--- config.mk ---
export PLATFORM = sky130hd
export DESIGN_NAME = dac_spi_ctrl_flat
export DESIGN_NICKNAME = d
export VERILOG_FILES = /design/src/rtl/dac_spi_ctrl_if.sv /design/src/rtl/dac_spi_ctrl.sv /design/src/flat_wrapper.sv
export SDC_FILE = /design/constraint.sdc
export NUM_CORES = 1
export LEC_CHECK = 0
export CORE_MARGIN = 2
export CORE_UTILIZATION = 56
export DETAILED_ROUTE_END_ITERATION = 6
export PLACE_DENSITY_LB_ADDON = 0.08
export RECOVER_POWER = 100
export SYNTH_ARGS = -nofsm -noshare
export SYNTH_HDL_FRONTEND = slang
export SYNTH_SLANG_ARGS = --single-unit
export TNS_END_PERCENT = 10
--- constraint.sdc ---
create_clock -name clk -period 3 [get_ports clk]
set_clock_uncertainty 0.2 [all_clocks]
set_input_delay 0.6 -clock clk [delete_from_list [all_inputs] [get_ports clk]]
set_output_delay 0.6 -clock clk [all_outputs]
set_load 0.05 [all_outputs]
--- src/rtl/dac_spi_ctrl_if.sv ---
// Sample request and DAC serial pins for dac_spi_ctrl.
// The master drives start/data_in. The controller drives the DAC pins, the status pulses and the debug state.
interface dac_spi_ctrl_if;
  logic        start;
  logic [11:0] data_in;
  logic        sync_n;
  logic        sclk;
  logic        sdata;
  logic        busy;
  logic        done_tick;
  logic        overrun;
  logic [1:0]  dbg_state;

  modport master (
    output start, data_in,
    input  sync_n, sclk, sdata, busy, done_tick, overrun, dbg_state
  );

  modport slave (
    input  start, data_in,
    output sync_n, sclk, sdata, busy, done_tick, overrun, dbg_state
  );
endinterface

--- src/rtl/dac_spi_ctrl.sv ---
// Serialises one 12-bit signed sample per start into a 16-bit DAC frame.
// The frame is two mode bits (00), two zero bits and the sample in offset binary, sent MSB first.
module dac_spi_ctrl #(
  parameter int unsigned DIV     = 2,
  parameter int unsigned GAP_CYC = 4
) (
  input logic           clk,
  input logic           reset,
  dac_spi_ctrl_if.slave bus
);

  // Handshake: start is sampled on each clk edge. It is accepted only when busy is low.
  // A start that arrives while busy is high is dropped and reported with a one-cycle overrun pulse.
  typedef enum logic [1:0] {IDLE = 2'd0, SHIFT = 2'd1, GAP = 2'd2} state_e;

  localparam logic [7:0] DIV_LAST = 8'(DIV - 1);
  localparam logic [7:0] GAP_LAST = 8'(GAP_CYC - 1);

  state_e      state_q, state_d;
  logic [15:0] shift_q, shift_d;
  logic [7:0]  div_cnt_q, div_cnt_d;
  logic [3:0]  bit_cnt_q, bit_cnt_d;
  logic [7:0]  gap_cnt_q, gap_cnt_d;
  logic        sclk_q, sclk_d;
  logic        sync_n_q, sync_n_d;
  logic        sdata_q, sdata_d;
  logic        busy_q, busy_d;
  logic        done_q, done_d;
  logic        ovr_q, ovr_d;

  always_ff @(posedge clk or posedge reset) begin
    if (reset) begin
      state_q   <= IDLE;
      shift_q   <= '0;
      div_cnt_q <= '0;
      bit_cnt_q <= '0;
      gap_cnt_q <= '0;
      sclk_q    <= 1'b1;
      sync_n_q  <= 1'b1;
      sdata_q   <= 1'b0;
      busy_q    <= 1'b0;
      done_q    <= 1'b0;
      ovr_q     <= 1'b0;
    end else begin
      state_q   <= state_d;
      shift_q   <= shift_d;
      div_cnt_q <= div_cnt_d;
      bit_cnt_q <= bit_cnt_d;
      gap_cnt_q <= gap_cnt_d;
      sclk_q    <= sclk_d;
      sync_n_q  <= sync_n_d;
      sdata_q   <= sdata_d;
      busy_q    <= busy_d;
      done_q    <= done_d;
      ovr_q     <= ovr_d;
    end
  end

  always_comb begin
    state_d   = state_q;
    shift_d   = shift_q;
    div_cnt_d = div_cnt_q;
    bit_cnt_d = bit_cnt_q;
    gap_cnt_d = gap_cnt_q;
    sclk_d    = sclk_q;
    sync_n_d  = sync_n_q;
    ovr_d     = 1'b0;

    case (state_q)
      IDLE: begin
        sclk_d   = 1'b1;
        sync_n_d = 1'b1;
        if (bus.start) begin
          shift_d   = {4'b0000, ~bus.data_in[11], bus.data_in[10:0]};
          div_cnt_d = '0;
          bit_cnt_d = '0;
          sync_n_d  = 1'b0;
          state_d   = SHIFT;
        end
      end
      SHIFT: begin
        ovr_d = bus.start;
        if (div_cnt_q == DIV_LAST) begin
          div_cnt_d = '0;
          sclk_d    = ~sclk_q;
          // Data is held on the falling edge, where the DAC samples, and advances on the rising edge.
          if (!sclk_q) begin
            shift_d   = {shift_q[14:0], 1'b0};
            bit_cnt_d = bit_cnt_q + 4'd1;
            if (bit_cnt_q == 4'd15) begin
              sync_n_d  = 1'b1;
              gap_cnt_d = '0;
              state_d   = GAP;
            end
          end
        end else begin
          div_cnt_d = div_cnt_q + 8'd1;
        end
      end
      GAP: begin
        ovr_d = bus.start;
        if (gap_cnt_q == GAP_LAST) begin
          state_d = IDLE;
        end else begin
          gap_cnt_d = gap_cnt_q + 8'd1;
        end
      end
      default: begin
        state_d  = IDLE;
        sclk_d   = 1'b1;
        sync_n_d = 1'b1;
      end
    endcase

    // Outputs are registered, so they are derived from the upcoming state.
    sdata_d = (state_d == SHIFT) ? shift_d[15] : 1'b0;
    busy_d  = (state_d != IDLE);
    done_d  = (state_d == GAP) && (gap_cnt_d == GAP_LAST);
  end

  assign bus.sync_n    = sync_n_q;
  assign bus.sclk      = sclk_q;
  assign bus.sdata     = sdata_q;
  assign bus.busy      = busy_q;
  assign bus.done_tick = done_q;
  assign bus.overrun   = ovr_q;
  assign bus.dbg_state = state_q;

endmodule

--- src/flat_wrapper.sv ---
// flat-port wrapper written by rule: the top's interface ports become plain ports
module dac_spi_ctrl_flat 
#(
  parameter int unsigned DIV     = 2,
  parameter int unsigned GAP_CYC = 4
)
  (clk, reset, bus_start, bus_data_in, bus_sync_n, bus_sclk, bus_sdata, bus_busy, bus_done_tick, bus_overrun, bus_dbg_state);
  dac_spi_ctrl_if bus_i ();
  input logic clk;
  input logic reset;
  input wire logic [$bits(bus_i.start)-1:0] bus_start;
  input wire logic [$bits(bus_i.data_in)-1:0] bus_data_in;
  output wire logic [$bits(bus_i.sync_n)-1:0] bus_sync_n;
  output wire logic [$bits(bus_i.sclk)-1:0] bus_sclk;
  output wire logic [$bits(bus_i.sdata)-1:0] bus_sdata;
  output wire logic [$bits(bus_i.busy)-1:0] bus_busy;
  output wire logic [$bits(bus_i.done_tick)-1:0] bus_done_tick;
  output wire logic [$bits(bus_i.overrun)-1:0] bus_overrun;
  output wire logic [$bits(bus_i.dbg_state)-1:0] bus_dbg_state;
  assign bus_i.start = bus_start;
  assign bus_i.data_in = bus_data_in;
  assign bus_sync_n = bus_i.sync_n;
  assign bus_sclk = bus_i.sclk;
  assign bus_sdata = bus_i.sdata;
  assign bus_busy = bus_i.busy;
  assign bus_done_tick = bus_i.done_tick;
  assign bus_overrun = bus_i.overrun;
  assign bus_dbg_state = bus_i.dbg_state;
  dac_spi_ctrl #(.DIV(DIV), .GAP_CYC(GAP_CYC)) u_core (.clk(clk), .reset(reset), .bus(bus_i));
endmodule
==> metrics <==
Cell Rows=23; Cell variety after synth=52; chip height=68.4 um; Synth Area per Inst=9.67 um2; first-pass GRT wire length=between 8000 and 9000 um; postcts setup bufs=0; share of cells above drive strength 1=11.4%; GP Congestion=about 0.85; crit share post-route=89.9%; Startpoint Class=flop; Via density=~5.8; crit path max fanout=22; Num Clock Sinks=44; worst min-delay path class=reg2reg; Post-synth ARST share=100%; CTS resizes=0; vias in the first global route=1682; IO Port Bufs=22; Fmax=0.371 GHz; initial drt markers=about 120; fin crit period=2.70 ns; final setup TNS=0 ns; CP delay by family, top=simple AND/OR/NAND/NOR gates; Detailed Routing Iterations Pass 1=4; Routed WL per cell=15.5 um; Seq cells post-synth=44; commonest non-fill, non-tap cells in the layout=42 x dfrtp_1, 34 x nand2_1, 29 x o21ai_0; Pleak=0.00118 uW; crit-path most repeated cell=nand2_1; Post-Route WL=around 5000 um; hpwl dp=roughly 3600 um; power density over the cells=between 700 and 800 nW/um2; synth warn=0; CP cell instances=inv_1, ha_1, nand2_1, o21a_1, or3b_2, clkbuf_2, nand2_1, o21ai_0; EDFF count, synth=0; max_cap viols=0; CTS Buf Count=5; clk buf depth=2; total core area=4000 um2; sequential-to-total area share from yosys stat=47.5%; Ports=23; hold slack=0.285 ns; grt total ovfl=0; CTS tree=built; area grow syn2layout=17.8%; Detail Route Antenna Nets=0; Net count, final=293; main flop type after synthesis=dfrtp_1; CP Buf/Inv Count=2; initial antenna violation count=0; CP Data Required Time=2.98 ns; cts hold-fix bufs=0; crit path DAT=2.68 ns; die width=68.4 um; RSZ-0062 raised after global routing=false; slowest stage delay, CP=between 0.6 and 0.7 ns; H-tree levels=2; Residual DRC=0; Vias=1862; largest net degree at the start of global routing=24; clk slew on worst S/H paths=0.09 ns; synthesized cell area=2320 um2; Tightest Pin Transition=0.816 ns; worst setup path class=reg2reg; peak supply drop=0.402 mV; CTS Root Cell=clkbuf_8; Slowest cell on crit path=or3b_2; die area=4680 um2; worst skew pair latency=0.31 ns; Max Slew Vio Count=0; normalized max-slew margin=a little under half; Starting Density=between 50 and 60%; commonest non-fill, non-tap cell in the layout=dfrtp_1; Final Core Density=68.4%; diode count=0; Post-Syn Nets=263; status=completed; endpoints failing setup=0; final hold violations=0; CP endpoint kind=flop; Cells after Synth=240; total track usage=23.7%
-- worst min-delay path: stages, from the launching register on --
cell and delay, ns:
dfrtp_1 0.35, nand2_1 0.05, o21ai_0 0.06
-- report_power, final --
part | switching, uW | internal [uW] | total (uW) | leakage (uW)
logic | 535 | 270 | 805 | 0.000529
registers | 106 | 738 | 843 | 0.000593
clock network | 224 | 251 | 475 | 0.0000548
-- registers in the layout (all words and copies together), names as in the netlist --
register              flops
u_core.bit_cnt_q          4
u_core.bus.busy           1
u_core.bus.dbg_state      2
u_core.bus.done_tick      1
u_core.bus.overrun        1
u_core.bus.sclk           1
u_core.bus.sdata          1
u_core.bus.sync_n         1
u_core.div_cnt_q          8
u_core.gap_cnt_q          8
u_core.shift_q           16
-- through the flow --
stage	total power [uW]	cells	area [um2]	setup slack [ns]
CTS	2170	321	2760	0.377
detailed placement	1690	313	2640	0.197
finish	2120	321	2740	0.302
global route	2260	321	2740	0.0903
floorplan	1450	240	2320	0.392
global placement	1670	313	2640	0.246
-- cells in the mapped netlist, drive strengths merged, types with 4 or more instances --
cell type | instances | area [um2]
nand3 | 9 | 45.0
xor2 | 4 | 35.0
and3 | 4 | 26.3
o21ai | 29 | 145
clkbuf | 7 | 26.3
a22oi | 10 | 75.1
nand2b | 4 | 25.0
nor2 | 13 | 48.8
ha | 8 | 100
a21oi | 8 | 40.0
o31ai | 6 | 58.8
dfrtp | 42 | 1050
inv | 11 | 41.3
nor3 | 5 | 30.0
nand2 | 34 | 128
-- cells by family (layout without fill, tap and decap cells) --
group                    Yosys count  count (layout)  synth area share [%]
XOR/XNOR                           7               7                  2.64
flip-flops                        44              44                  47.5
multiplexers                       3               3                  1.35
adder cells (fa/ha/maj)            8               8                  4.31
AO/OA/AOI/OAI                     70              70                  20.4
AND/OR/NAND/NOR                   89              89                  20.6
buffers and inverters             19              50                  3.13
-- path summary, 6_finish.rpt --
kind	to	depth (start not counted)	slack, ns	startpoint
setup / recovery	u_core.shift_q[5]	8	0.30	u_core.bus.dbg_state[0]
hold / removal	u_core.shift_q[13]	2	0.28	u_core.shift_q[13]
setup reg to reg	u_core.shift_q[5]	8	0.30	u_core.bus.dbg_state[0]
hold reg to reg	u_core.shift_q[13]	2	0.28	u_core.shift_q[13]
max in group asynchronous	u_core.gap_cnt_q[5]	3	1.05	reset
min in group asynchronous	u_core.shift_q[11]	2	0.59	reset
-- per-layer routing --
metal | up-vias | track usage, % | routed length, um
met3 | 6 | 4.93 | 167
met2 | 37 | 38.2 | 2360
met5 | - | 0 | 0
li1 | 923 | - | -
met4 | 0 | 7.50 | 66
met1 | 896 | 31.8 | 2370
-- layout make-up --
cell class | instances | area (um2)
Multi-Input combinational cell | 177 | 1140
Inverter | 11 | 41.3
Sequential cell | 44 | 1100
Fill cell | 328 | 1260
Clock buffer | 5 | 68.8
Timing Repair Buffer | 31 | 274
Clock inverter | 3 | 46.3
Tap cell | 50 | 62.6
(Power assumes the default switching activity.)
